`config.mk`:
```
export PLATFORM = sky130hd
export DESIGN_NAME = uart_tx_scheduler
export DESIGN_NICKNAME = d
export VERILOG_FILES = /design/src/rtl/uart_sched_pkg.sv /design/src/rtl/uart_tx_scheduler_rr_arbiter.sv /design/src/rtl/uart_tx_scheduler.sv
export SDC_FILE = /design/constraint.sdc
export NUM_CORES = 1
export LEC_CHECK = 0
export CAP_MARGIN = 30
export CORE_AREA = 2 2 86 88
export CTS_BUF_LIST = sky130_fd_sc_hd__clkbuf_8
export CTS_CLUSTER_SIZE = 10
export DETAILED_ROUTE_END_ITERATION = 10
export DIE_AREA = 0 0 88 90
export PLACE_DENSITY = 0.86
export SYNTH_ARGS = -nofsm -noshare
export SYNTH_HDL_FRONTEND = slang
export SYNTH_SLANG_ARGS = --single-unit
```
`constraint.sdc`:
```
create_clock -name clk -period 7.2 [get_ports clk]
set_clock_uncertainty 0.2 [all_clocks]
set_input_delay 1.8 -clock clk [delete_from_list [all_inputs] [get_ports clk]]
set_output_delay 1.8 -clock clk [all_outputs]
set_load 0.05 [all_outputs]
```
`src/rtl/uart_sched_pkg.sv`:
```
`default_nettype none
// ============================================================================
//  Module      : uart_sched_pkg
//  Description : Shared types and constants for the UART transmit scheduler.
//                The HDR state only exists when UART_TX_SCHED_HDR_EN is defined.
//  Revision    : 1.0 - initial release
// ============================================================================
package uart_sched_pkg;

    localparam int         MAX_REQ = 16;
    localparam logic [7:0] HDR_TAG = 8'hA0;

`ifdef UART_TX_SCHED_HDR_EN
    typedef enum logic [1:0] {
        ST_IDLE = 2'd0,
        ST_HDR  = 2'd1,
        ST_SEND = 2'd2
    } sched_state_e;
`else
    typedef enum logic [1:0] {
        ST_IDLE = 2'd0,
        ST_SEND = 2'd2
    } sched_state_e;
`endif

    // Index width for a count of n items; never narrower than one bit.
    function automatic int id_width(input int n);
        return (n > 1) ? $clog2(n) : 1;
    endfunction

endpackage
`default_nettype wire

```
`src/rtl/uart_tx_scheduler_rr_arbiter.sv`:
```
`default_nettype none
// ============================================================================
//  Module      : rr_arbiter
//  Description : Combinational round-robin arbiter. Picks the first asserted
//                request at or above the pointer, wrapping to zero.
//  Revision    : 1.0 - initial release
// ============================================================================
module rr_arbiter
    import uart_sched_pkg::*;
#(
    parameter int NUM_REQ = 4,
    localparam int IDW    = id_width(NUM_REQ)
) (
    input  logic [NUM_REQ-1:0] req_i,
    input  logic [IDW-1:0]     ptr_i,
    output logic [NUM_REQ-1:0] grant_o,
    output logic [IDW-1:0]     idx_o,
    output logic               valid_o
);

    logic [NUM_REQ-1:0] w_rot;
    logic [IDW:0]       w_sum;

    // Rotate requests so the pointer position lands at bit 0, take the lowest set bit,
    // then map that offset back to an absolute requester index.
    always_comb begin
        w_rot   = NUM_REQ'({req_i, req_i} >> ptr_i);
        w_sum   = '0;
        valid_o = 1'b0;
        for (int i = 0; i < NUM_REQ; i++) begin
            if (!valid_o && w_rot[i]) begin
                valid_o = 1'b1;
                w_sum   = {1'b0, ptr_i} + (IDW+1)'(i);
            end
        end
        if (w_sum >= (IDW+1)'(NUM_REQ)) begin
            w_sum = w_sum - (IDW+1)'(NUM_REQ);
        end
        idx_o   = w_sum[IDW-1:0];
        grant_o = valid_o ? (NUM_REQ'(1) << idx_o) : '0;
    end

endmodule
`default_nettype wire

```
`src/rtl/uart_tx_scheduler.sv`:
```
`default_nettype none
// ============================================================================
//  Module      : uart_tx_scheduler
//  Description : Shares one UART transmitter among NUM_REQ word producers.
//                Grants round-robin, latches the winner's word and streams it
//                LSB byte first over a valid/ready byte handshake.
//                Define UART_TX_SCHED_HDR_EN to prefix each word with the
//                header byte HDR_TAG | grant_id.
//  Revision    : 1.0 - initial release
// ============================================================================
module uart_tx_scheduler
    import uart_sched_pkg::*;
#(
    parameter int NUM_REQ    = 4,
    parameter int DATA_WIDTH = 8,
    parameter int WORD_BYTES = 4
) (
    input  logic                                     clk,
    input  logic                                     rstn,
    input  logic [NUM_REQ-1:0]                       req_valid,
    input  logic [NUM_REQ*WORD_BYTES*DATA_WIDTH-1:0] req_data,
    output logic [NUM_REQ-1:0]                       req_ready,
    output logic [DATA_WIDTH-1:0]                    tx_data,
    output logic                                     tx_valid,
    input  logic                                     tx_ready,
    output logic                                     busy,
    output logic [id_width(NUM_REQ)-1:0]             grant_id
);

    localparam int             IDW       = id_width(NUM_REQ);
    localparam int             CW        = id_width(WORD_BYTES);
    localparam int             WORD_W    = WORD_BYTES * DATA_WIDTH;
    localparam logic [IDW-1:0] LAST_ID   = IDW'(NUM_REQ - 1);
    localparam logic [CW-1:0]  LAST_BYTE = CW'(WORD_BYTES - 1);

    sched_state_e       state_q, state_d;
    logic [WORD_W-1:0]  shreg_q, shreg_d;
    logic [CW-1:0]      cnt_q,   cnt_d;
    logic [IDW-1:0]     ptr_q,   ptr_d;
    logic [IDW-1:0]     gid_q,   gid_d;

    logic [NUM_REQ-1:0] w_grant;
    logic [IDW-1:0]     w_win;
    logic               w_any;
    logic [WORD_W-1:0]  w_sel_word;

    rr_arbiter #(
        .NUM_REQ (NUM_REQ)
    ) u_arb (
        .req_i   (req_valid),
        .ptr_i   (ptr_q),
        .grant_o (w_grant),
        .idx_o   (w_win),
        .valid_o (w_any)
    );

    // Select the granted requester's word slice.
    always_comb begin
        w_sel_word = '0;
        for (int i = 0; i < NUM_REQ; i++) begin
            if (w_grant[i]) begin
                w_sel_word = req_data[i*WORD_W +: WORD_W];
            end
        end
    end

    // State register and datapath; reset drops any partially sent word.
    always_ff @(posedge clk or negedge rstn) begin
        if (!rstn) begin
            state_q <= ST_IDLE;
            shreg_q <= '0;
            cnt_q   <= '0;
            ptr_q   <= '0;
            gid_q   <= '0;
        end else begin
            state_q <= state_d;
            shreg_q <= shreg_d;
            cnt_q   <= cnt_d;
            ptr_q   <= ptr_d;
            gid_q   <= gid_d;
        end
    end

    // Next-state logic: grant in IDLE, then advance one byte per transfer.
    always_comb begin
        state_d   = state_q;
        shreg_d   = shreg_q;
        cnt_d     = cnt_q;
        ptr_d     = ptr_q;
        gid_d     = gid_q;
        req_ready = '0;
        case (state_q)
            ST_IDLE: begin
                if (w_any) begin
                    req_ready = rstn ? w_grant : '0;
                    shreg_d   = w_sel_word;
                    gid_d     = w_win;
                    ptr_d     = (w_win == LAST_ID) ? '0 : w_win + 1'b1;
                    cnt_d     = '0;
`ifdef UART_TX_SCHED_HDR_EN
                    state_d   = ST_HDR;
`else
                    state_d   = ST_SEND;
`endif
                end
            end
`ifdef UART_TX_SCHED_HDR_EN
            ST_HDR: begin
                if (tx_ready) begin
                    state_d = ST_SEND;
                end
            end
`endif
            ST_SEND: begin
                if (tx_ready) begin
                    if (cnt_q == LAST_BYTE) begin
                        state_d = ST_IDLE;
                    end else begin
                        shreg_d = shreg_q >> DATA_WIDTH;
                        cnt_d   = cnt_q + 1'b1;
                    end
                end
            end
            default: state_d = ST_IDLE;
        endcase
    end

    // Byte presented to the transmitter; held stable by the registered state.
    always_comb begin
        tx_data = '0;
        case (state_q)
            ST_SEND: tx_data = shreg_q[DATA_WIDTH-1:0];
`ifdef UART_TX_SCHED_HDR_EN
            ST_HDR:  tx_data = DATA_WIDTH'(HDR_TAG | {4'h0, 4'(gid_q)});
`endif
            default: tx_data = '0;
        endcase
    end

    assign tx_valid = (state_q != ST_IDLE);
    assign busy     = (state_q != ST_IDLE);
    assign grant_id = gid_q;

endmodule
`default_nettype wire

```
==> flow_summary.json <==
{
  "cts_buffers": 5,
  "place_ws_ps": 1020,
  "maxCapViolCount": 0,
  "antenna_found_initial": 0,
  "io_buffers": 150,
  "synth.distinct_cells": 42,
  "first_pass_iters": 4,
  "drive_gt1_share_pct": 6.78,
  "synth_top_cell_by_area": "dfrtp_1",
  "clock_latency_ps": 300,
  "cts_tree": "done",
  "drt-initial-drc-count": 136,
  "p_total_mw": 1.43,
  "crit_required_ps": 5200,
  "synth.area.top_cells": "dfrtp_1, o21ai_0, a21oi_1",
  "ys_seq_elements": 39,
  "diodes": 0,
  "fp-row-count": 31,
  "clock.fmax_mhz": 161,
  "die_h_um": 90,
  "status": "completed",
  "boundaryPins": 151,
  "start_util_pct": 43.4,
  "clockBufferDepth": 2,
  "vdd_drop_max_v": 0.000157,
  "grt_max_degree": 58,
  "path_max_fanout": 5,
  "synth_ff_type": "dfrtp_1",
  "p_leak_nw": 1.89,
  "cts_setup_buffers": 0,
  "slew_violations": 0,
  "drc": 0,
  "root_buffer": "clkbuf_8",
  "worstSetupPathType": "input pin to output pin",
  "die_w_um": 88,
  "yosys_warnings": 0,
  "cp-start-kind": "input pin",
  "end_kind": "output pin",
  "setup-violations-final": 0,
  "timing.final.crit_share_pct": 86.1,
  "synth-edff-count": 0,
  "worstMarginPinSlew_ps": 1090,
  "gp_congestion": 0.833,
  "critPathArrivalTime_ps": 4200,
  "setup-tns-final_ps": 0,
  "area.growth.synth_to_final_pct": 53.0,
  "power.density_mw_per_mm2": 307,
  "core_mm2": 0.00702,
  "nets": 655,
  "routed_wl_mm": 10.6,
  "gr-usage-all-layers_pct": 26.3,
  "place_area_mm2": 0.00457,
  "ant_nets": 0,
  "rsz0062_at_grt": "no",
  "wire_per_inst_um": 17.2,
  "fin_area_mm2": 0.00466,
  "syn_area_per_cell_um2": 7.86,
  "num_vias": 3527,
  "slew-limit-headroom_pct": 27.3,
  "min_period_ps": 6200,
  "syn_nets": 528,
  "die_area_mm2": 0.00792,
  "cts.repair.resized": 0,
  "cts-hold-fix-buffers": 0,
  "min_path_type": "flop to flop",
  "yosysSeqAreaShare_pct": 32.0,
  "htreeDepth": 2,
  "cts_sinks": 39,
  "async_flop_share_pct": 100,
  "path_clk_slew_ps": 90,
  "final.setup.worst_slack_ps": 1000,
  "num-fill-cells": 596,
  "syn_area_mm2": 0.00305,
  "yosysTopAreaCellShare_pct": 32.0,
  "grt_pass1_vias": 3458,
  "place_hpwl_mm": 7.79,
  "viasPerCell": 5.73,
  "netlist_instances": 388,
  "grt_pass1_wl_mm": 16.7,
  "grt_remaining_overflow": 0,
  "finalHoldViolCount": 0
}
cells in the mapped netlist (4+ instances only):
cell type  number
a21oi_1        40
a221oi_1       12
a22oi_1         6
clkbuf_1       24
a221o_1         9
dfrtp_1        39
nand3_1        11
o21ai_0        41
mux2_2          5
o211ai_1        7
a31o_1          6
and3_1          4
buf_2           9
nor2_1         11
nand2b_1       21
mux2i_1        16
a21o_1          5
ha_1            5
nand2_1        53
and2_1          8
o21ai_1         4
o22ai_1        19
power breakdown:
part | internal, mW | leakage, nW | total [mW] | switching (mW)
clock network | 0.0675 | 0.0402 | 0.152 | 0.0849
logic | 0.376 | 1.35 | 0.874 | 0.498
registers | 0.315 | 0.501 | 0.403 | 0.0882
cells in the final DEF, fill, tap and decap left out, types with 5 or more instances in the layout:
master           synthesis  final
mux2i_1                 16     16
clkdlybuf4s50_1          0    148
o21ai_0                 41     41
buf_4                    1      9
a21o_1                   5      5
mux2_2                   5      5
dfrtp_1                 39     39
nand2_1                 53     53
nor2_1                  11     11
nand3_1                 11     11
and2_1                   8      8
a22oi_1                  6      6
o22ai_1                 19     19
nand2b_1                21     21
a31o_1                   6      6
a21oi_1                 40     40
o211ai_1                 7      7
clkbuf_8                 0      5
a221oi_1                12     12
a221o_1                  9      9
through the flow:
stage          std cells  hold slack (ps)  utilization (%)
2_1_floorplan        388              241                -
3_3_place_gp         606              260             64.9
3_5_place_dp         607              280             65.1
4_1_cts              615              299             66.4
5_1_grt              615              332             66.4
6_report             615              293             66.4
worst max-delay path, stage by stage:
cell and delay (ps):
clkdlybuf4s50_1 490, nor3b_1 250, a211oi_1 70, nor2_1 340
ha_1 250, and3_1 180, clkdlybuf4s50_1 810
metal layers:
metal,routed length (um),vias up,track usage (%)
met2,5310,171,44.6
met5,0,-,0
li1,-,1680,-
met1,4050,1651,32.5
met3,932,25,5.69
met4,266,0,9.10
cell type report:
type                            instances  area, um^2  share of cell area (%)
Multi-Input combinational cell        306        1890                    40.5
Tap cell                               99         124                    2.66
Inverter                                4        15.0                   0.322
Sequential cell                        39         976                    20.9
Clock buffer                            5        68.8                    1.48
Clock inverter                          3        20.0                   0.429
Timing Repair Buffer                  159        1570                    33.7
cell families after synthesis:
kind of cell,count (synthesis),synth area share [%]
adders and majority gates,5,2.05
muxes,21,7.10
and+or+nand+nor,119,18.8
DFF,39,32.0
buffers and inverters,43,6.28
AOI/OAI and AO/OA,161,33.7
final timing paths:
| path | from | end | slack, ps | cells after the start |
|---|---|---|---|---|
| max in group asynchronous | rstn | grant_id[0] | 4870 | 2 |
| setup reg to reg | ptr_q[1] | shreg_q[7] | 3680 | 10 |
| hold / removal | shreg_q[2] | shreg_q[2] | 290 | 2 |
| setup / recovery | req_valid[1] | req_ready[2] | 1000 | 7 |
| min in group asynchronous | rstn | shreg_q[6] | 1260 | 1 |
| hold reg to reg | shreg_q[2] | shreg_q[2] | 290 | 2 |
state kept, by name, indices dropped and copies added (netlist names):
| signal | cells |
|---|---|
| ptr_q | 2 |
| cnt_q | 2 |
| grant_id | 2 |
| state_q | 1 |
| shreg_q | 32 |
(Power assumes the default switching activity.)
